--- src/rtl/nes_controller_reader.sv ---
// rtl/nes_controller_reader.sv - NES gamepad poller: serial latch/pulse/data to parallel button byte
//
// Purpose: every POLL_STEPS idle steps, strobe latch for 2 steps, then clock
// out 8 bits from the pad (sample on pulse-low steps, 7 one-step pulse highs)
// and publish them as an active-high byte with a one-cycle valid strobe.
// A "step" is one rising edge of stepClock, detected in the inClock domain.
//
// Ports:
//   inClock    system clock, all logic on posedge
//   reset      synchronous active-low reset
//   stepClock  divided timing clock (6 us period), rising edges only
//   dataIn     raw pad data pin, active-low
//   latch      pad latch strobe (registered)
//   pulse      pad clock pulse (registered)
//   buttons    {Right, Left, Down, Up, Start, Select, B, A}, 1 = pressed
//   valid      one inClock cycle when buttons updates

module nes_controller_reader #(
    parameter int POLL_STEPS = 2778
) (
    input  logic       inClock,
    input  logic       reset,
    input  logic       stepClock,
    input  logic       dataIn,
    output logic       latch,
    output logic       pulse,
    output logic [7:0] buttons,
    output logic       valid
);

    typedef enum logic [1:0] {
        WAIT     = 2'd0,
        LATCH    = 2'd1,
        SHIFT_LO = 2'd2,
        SHIFT_HI = 2'd3
    } state_t;

    localparam logic [15:0] POLL_LAST = 16'(POLL_STEPS - 1);

    state_t      state, state_n;
    logic [15:0] count, count_n;
    logic [2:0]  bitIdx, bitIdx_n;
    logic [7:0]  shift, shift_n;
    logic        latch_n, pulse_n, valid_n;
    logic [7:0]  buttons_n;

    logic stepPrev;
    logic step;
    logic dataMeta;
    logic dataSync;

    assign step = stepClock & ~stepPrev;

    // Edge detector and pad-data synchronizer. stepPrev follows stepClock even
    // in reset so a high stepClock at release is not mistaken for an edge.
    always_ff @(posedge inClock) begin
        stepPrev <= stepClock;
        if (!reset) begin
            dataMeta <= 1'b1;
            dataSync <= 1'b1;
        end else begin
            dataMeta <= dataIn;
            dataSync <= dataMeta;
        end
    end

    always_ff @(posedge inClock) begin
        if (!reset) begin
            state   <= WAIT;
            count   <= 16'd0;
            bitIdx  <= 3'd0;
            shift   <= 8'h00;
            latch   <= 1'b0;
            pulse   <= 1'b0;
            buttons <= 8'h00;
            valid   <= 1'b0;
        end else begin
            state   <= state_n;
            count   <= count_n;
            bitIdx  <= bitIdx_n;
            shift   <= shift_n;
            latch   <= latch_n;
            pulse   <= pulse_n;
            buttons <= buttons_n;
            valid   <= valid_n;
        end
    end

    always_comb begin
        state_n   = state;
        count_n   = count;
        bitIdx_n  = bitIdx;
        shift_n   = shift;
        latch_n   = latch;
        pulse_n   = pulse;
        buttons_n = buttons;
        valid_n   = 1'b0;

        if (step) begin
            case (state)
                WAIT: begin
                    if (count == POLL_LAST) begin
                        count_n = 16'd0;
                        latch_n = 1'b1;
                        state_n = LATCH;
                    end else begin
                        count_n = count + 16'd1;
                    end
                end
                LATCH: begin
                    if (count == 16'd1) begin
                        count_n  = 16'd0;
                        latch_n  = 1'b0;
                        bitIdx_n = 3'd0;
                        state_n  = SHIFT_LO;
                    end else begin
                        count_n = count + 16'd1;
                    end
                end
                SHIFT_LO: begin
                    shift_n[bitIdx] = ~dataSync;
                    if (bitIdx == 3'd7) begin
                        // The last bit is not in shift yet; forward it directly.
                        buttons_n = {~dataSync, shift[6:0]};
                        valid_n   = 1'b1;
                        state_n   = WAIT;
                    end else begin
                        pulse_n = 1'b1;
                        state_n = SHIFT_HI;
                    end
                end
                SHIFT_HI: begin
                    pulse_n  = 1'b0;
                    bitIdx_n = bitIdx + 3'd1;
                    state_n  = SHIFT_LO;
                end
                default: state_n = WAIT;
            endcase
        end
    end

endmodule

--- config.mk ---
export PLATFORM = sky130hd
export DESIGN_NAME = nes_controller_reader
export DESIGN_NICKNAME = d
export VERILOG_FILES = /design/src/rtl/nes_controller_reader.sv
export SDC_FILE = /design/constraint.sdc
export NUM_CORES = 1
export LEC_CHECK = 0
export BUFFER_PORTS_ARGS = -buffer_cell sky130_fd_sc_hd__buf_2
export CAP_MARGIN = 5
export CORE_ASPECT_RATIO = 1.5
export CORE_MARGIN = 4
export CORE_UTILIZATION = 55
export DETAILED_ROUTE_END_ITERATION = 7
export MAX_ROUTING_LAYER = met4
export PLACE_DENSITY = 0.85
export SLEW_MARGIN = 20
export SYNTH_ARGS = -nofsm -noshare
export SYNTH_HDL_FRONTEND = slang
export SYNTH_SLANG_ARGS = --single-unit
--- constraint.sdc ---
create_clock -name inClock -period 2.1 [get_ports inClock]
set_input_delay 0.21 -clock inClock [delete_from_list [all_inputs] [get_ports inClock]]
set_output_delay 0.21 -clock inClock [all_outputs]
set_load 0.005 [all_outputs]
== Word level (Yosys, flattened, before mapping) ==
Index checks and enable logic that the tools add are counted.
Word-level totals
  flip-flop bits (word level): 43
  logic and storage cells: 58
  bits of input ports: 4
  output and inout port bits: 11
Operators by class
  reduce and logical (&&, ||, !) cells: 13
  add/sub/neg operators: 2
  mux-type cells: 18
  eq/ne operators: 9
  order comparisons: 2
  bitwise gates (word level): 3
Operators by type and width (number)
  16-bit two-way mux: 2
  16-bit case mux with 2 select lines: 1
  16-bit by 1-bit adder with 16-bit output, second input constant: 1
  16-bit by 1-bit == test with 1-bit output, second input constant: 1
  16-bit by 12-bit == test with 1-bit output, second input constant: 1
  3-bit AND reduction: 5
  8-bit bitwise mux: 1
  2-bit case mux with 4 select lines: 1
  2-bit two-way mux: 3
  2-bit inequality test, second input constant: 3
  3-bit case mux with 2 select lines: 1
  2-bit nonzero test: 3
  1-bit two-way mux: 5
  2-bit == test, second input constant: 2
  3-bit by 4-bit < comparator with 1-bit output, second input constant: 1
  1-bit case mux with 2 select lines: 2
  2-bit AND reduction: 2
  4-bit AND reduction: 1
  3-bit by 1-bit adder with 3-bit output, second input constant: 1
  1-bit demux with 3-bit select: 1
  3-bit == test, second input constant: 1
  3-bit by 1-bit >= comparator with 1-bit output, second input constant: 1
  3-bit two-way mux: 1
  2-bit by 1-bit == test with 1-bit output, second input constant: 1
  4 further kinds: 5

== Logic depth before layout (Yosys ltp) ==
  word-level depth: 5
  mapped depth: 7
  gate-level depth less buffers: 6

== Worst setup path after synthesis ==
Ideal clock, no wire load.
  kind: reg-to-reg
  from: register count[3]
  to: register count[10]
  period minus slack after synthesis: 1.769 ns
  setup slack: 0.331 ns
  required time: 1.960 ns
  library setup time: 0.140 ns
  data arrival time: 1.630 ns
  cell stages (with the launch flop): 7
  path buffers: 2
  cell sequence: dfxtp_1 > buf_6 > nor4_4 > or4b_4 > a21oi_4 > buf_6 > nor3_2
On the way
  word-level cells in the longest chain between the ends: 3
  elaborated cells on any way between the ends: 6
  classes of those cells: add/sub (1); eq/ne (2); mux (3)
RTL lines
  start: declaration: RTL line 41  | logic [15:0] count, count_n;
  start signal: assignment: RTL line 79  | count <= count_n;
  16-bit by 1-bit adder with 16-bit output, or another cell as far along: RTL line 107, 117
  16-bit two-way mux, on equally long branches: RTL line 111, 102
  16-bit case mux with 2 select lines (*): RTL line 100  | case (state)
Mark *: on every way between the ends. The rest lies on a longest branch, timed or not.
A chain may end at the register's enable or synchronous reset.

== Final worst setup path ==
  from: register count[3]
  to: register count[12]
Same word-level chain as after synthesis.

==> impl_metrics.json <==
{
  "yosysWarnings": 0,
  "synth-adder-area-share_pct": 2.45,
  "cp-end-kind": "register",
  "grt_util_all_layers_pct": 19.2,
  "ys.flop_type": "dfxtp_1",
  "ir_worst_vdd_v": 0.000553,
  "tightestPinTransition_ns": 0.488,
  "grt_max_degree": 17,
  "power.leakage_uw": 0.000761,
  "worst_clock_skew_ns": 0.00674,
  "antenna_found_initial": 0,
  "worstPathRequired_ns": 2.27,
  "synth_mux_area_share_pct": 4.42,
  "synth_cell_type_count": 50,
  "synth_area_leader_cell": "dfxtp_1",
  "cts_hold_buffers": 0,
  "grt_util_met2_pct": 33.4,
  "start_util_pct": 58.6,
  "synth_area_um2": 2040,
  "wl_per_cell_um": 14.8,
  "die_y_um": 82.6,
  "synth_compound_area_share_pct": 11.8,
  "rsz0062_at_grt": "no",
  "max-cap-violations": 0,
  "routed_via_density": 6.06,
  "port_buffers": 14,
  "numCtsBuffers": 5,
  "max_freq_mhz": 529,
  "die_width_um": 57.7,
  "first_pass_iters": 4,
  "worst_slack_ns": 0.211,
  "synth.area.top_cells": "dfxtp_1, nor3_2, mux2i_1",
  "clockBufferDepth": 2,
  "dpl.hpwl_um": 2920,
  "fin_crit_ns": 1.89,
  "drive_gt1_share_pct": 21.4,
  "hold_violations": 0,
  "cts_root_buffer": "clkbuf_8",
  "synth_xor_area_share_pct": 4.72,
  "async_reset_ff_share_pct": 0,
  "grt-ovfl-total": 0,
  "cts.reportedPaths.clkPinSlew_ns": 0.08,
  "core_area_um2": 3480,
  "postSynthAreaPerCell_um2": 9.57,
  "synth_edf_count": 0,
  "slew_headroom_pct": 66.6,
  "gp_congestion": 0.902,
  "tns_ns": 0,
  "cts_sinks": 42,
  "power.density_nw_per_um2": 663,
  "ant_nets": 0,
  "synth_top_area_share_pct": 41.2,
  "grt-busiest-layer": "met2",
  "ys_seq_area_share_pct": 41.2,
  "cp-start-kind": "register",
  "path_class": "register to register",
  "antenna_cells": 0,
  "holdWs_ns": 0.0666,
  "post-cts-setup-buffers": 0,
  "clock_latency_ns": 0.29,
  "met1_usage_pct": 20.5,
  "fin_cells": 271,
  "synthTopCellsByCount": "dfxtp_1, nand2_1, nor2_1",
  "dp_cells": 263,
  "fin_crit_sh_pct": 90.0,
  "synth_top_family_by_area": "simple AND/OR/NAND/NOR gates",
  "postLayoutCoreUtil_pct": 64.8,
  "drt-total-wl_um": 4000,
  "post-synth-top-count-cell": "dfxtp_1",
  "post_cts_resized": 0,
  "outcome": "finished, final reports clean",
  "area_delta_synth_final_pct": 10.6,
  "fin_nets": 236,
  "num_vias": 1641,
  "drt_iter0_drc": 73,
  "critPathMaxFanout": 7,
  "hold_path.class": "input port to register",
  "met3_usage_pct": 3.73,
  "die_area_um2": 4770,
  "synth-simple-area-share_pct": 30.3,
  "cts_tree": "done",
  "synthCells": 213,
  "slew_violations": 0,
  "syn_nets": 221,
  "drcViolationCount": 0,
  "dp_slack_ns": 0.231,
  "cp.arrival_ns": 2.06,
  "ys_seq_elements": 42,
  "num_rows": 26,
  "cts_htree_levels": 2,
  "grt_pass1_wl_um": 6980,
  "first_global_vias": 1571,
  "finalSetupViolCount": 0,
  "boundaryPins": 15
}
placed cells by master, fill, tap and decap left out, types with 3 or more instances in the layout:
master     n
a211oi_1   3
a21oi_1    3
and3_1     3
buf_2     14
buf_4      8
clkbuf_8   5
dfxtp_1   42
ha_1       4
inv_1      6
mux2i_1    9
nand2_1   14
nand2b_1   5
nand3_1    8
nand4_1    8
nor2_1    13
nor3_1     7
nor3_2    11
nor3b_1    3
nor4_1     7
o21ai_0    6
o41ai_1    3
xnor2_1    9
final cells by class:
class	instances	area (µm²)
tap	42	52.6
sequential	42	841
timing repair buffer	22	130
clock buffer	5	68.8
inverter	7	26.3
clock inverter	3	40.0
multi-input combinational	150	1100
fill	292	1230
worst paths after layout:
kind,from,endpoint,slack (ns),depth (start not counted)
setup / recovery,count[3],count[12],0.21,5
hold / removal,stepClock,stepPrev,0.07,1
setup reg to reg,count[3],count[12],0.21,5
hold reg to reg,dataMeta,dataSync,0.43,1
critical path: stages, from the launching register on:
cell and delay (ns):
dfxtp_1 0.39, nor4_4 0.34, or4b_4 0.51, a21oi_4 0.27, buf_4 0.21, a211oi_1 0.05
through the flow:
| stage | instance area (µm²) | total power [µW] |
|---|---|---|
| 6_report | 2250 | 1490 |
| 5_1_grt | 2250 | 1540 |
| 4_1_cts | 2250 | 1510 |
| 3_5_place_dp | 2150 | 884 |
| 3_3_place_gp | 2150 | 882 |
| 2_1_floorplan | 2040 | 865 |
state kept, by name, summed over array words and instances (netlist names), 2 cells and up:
register,flops
count,16
buttons,8
shift,7
bitIdx,3
state,2
report_power, final:
part	switching, µW	internal, µW
logic	34.8	21.7
registers	7.06	802
clock network	279	350
kinds of logic (layout without fill, tap and decap cells):
family	count (synthesis)	after routing
AOI/OAI and AO/OA	31	31
xor gates and xnor gates	11	11
adders and majority gates	4	4
buffers and inverters	21	37
DFF	42	42
muxes	9	9
and+or+nand+nor	95	95
metal layers:
metal  share of wire [%]  vias up
met3                 4.7       11
met1                  40      762
li1                    -      814
met4                 2.1        0
met5                   0        -
met2                  53       54
Note: power is estimated with default switching activity, not from simulation.
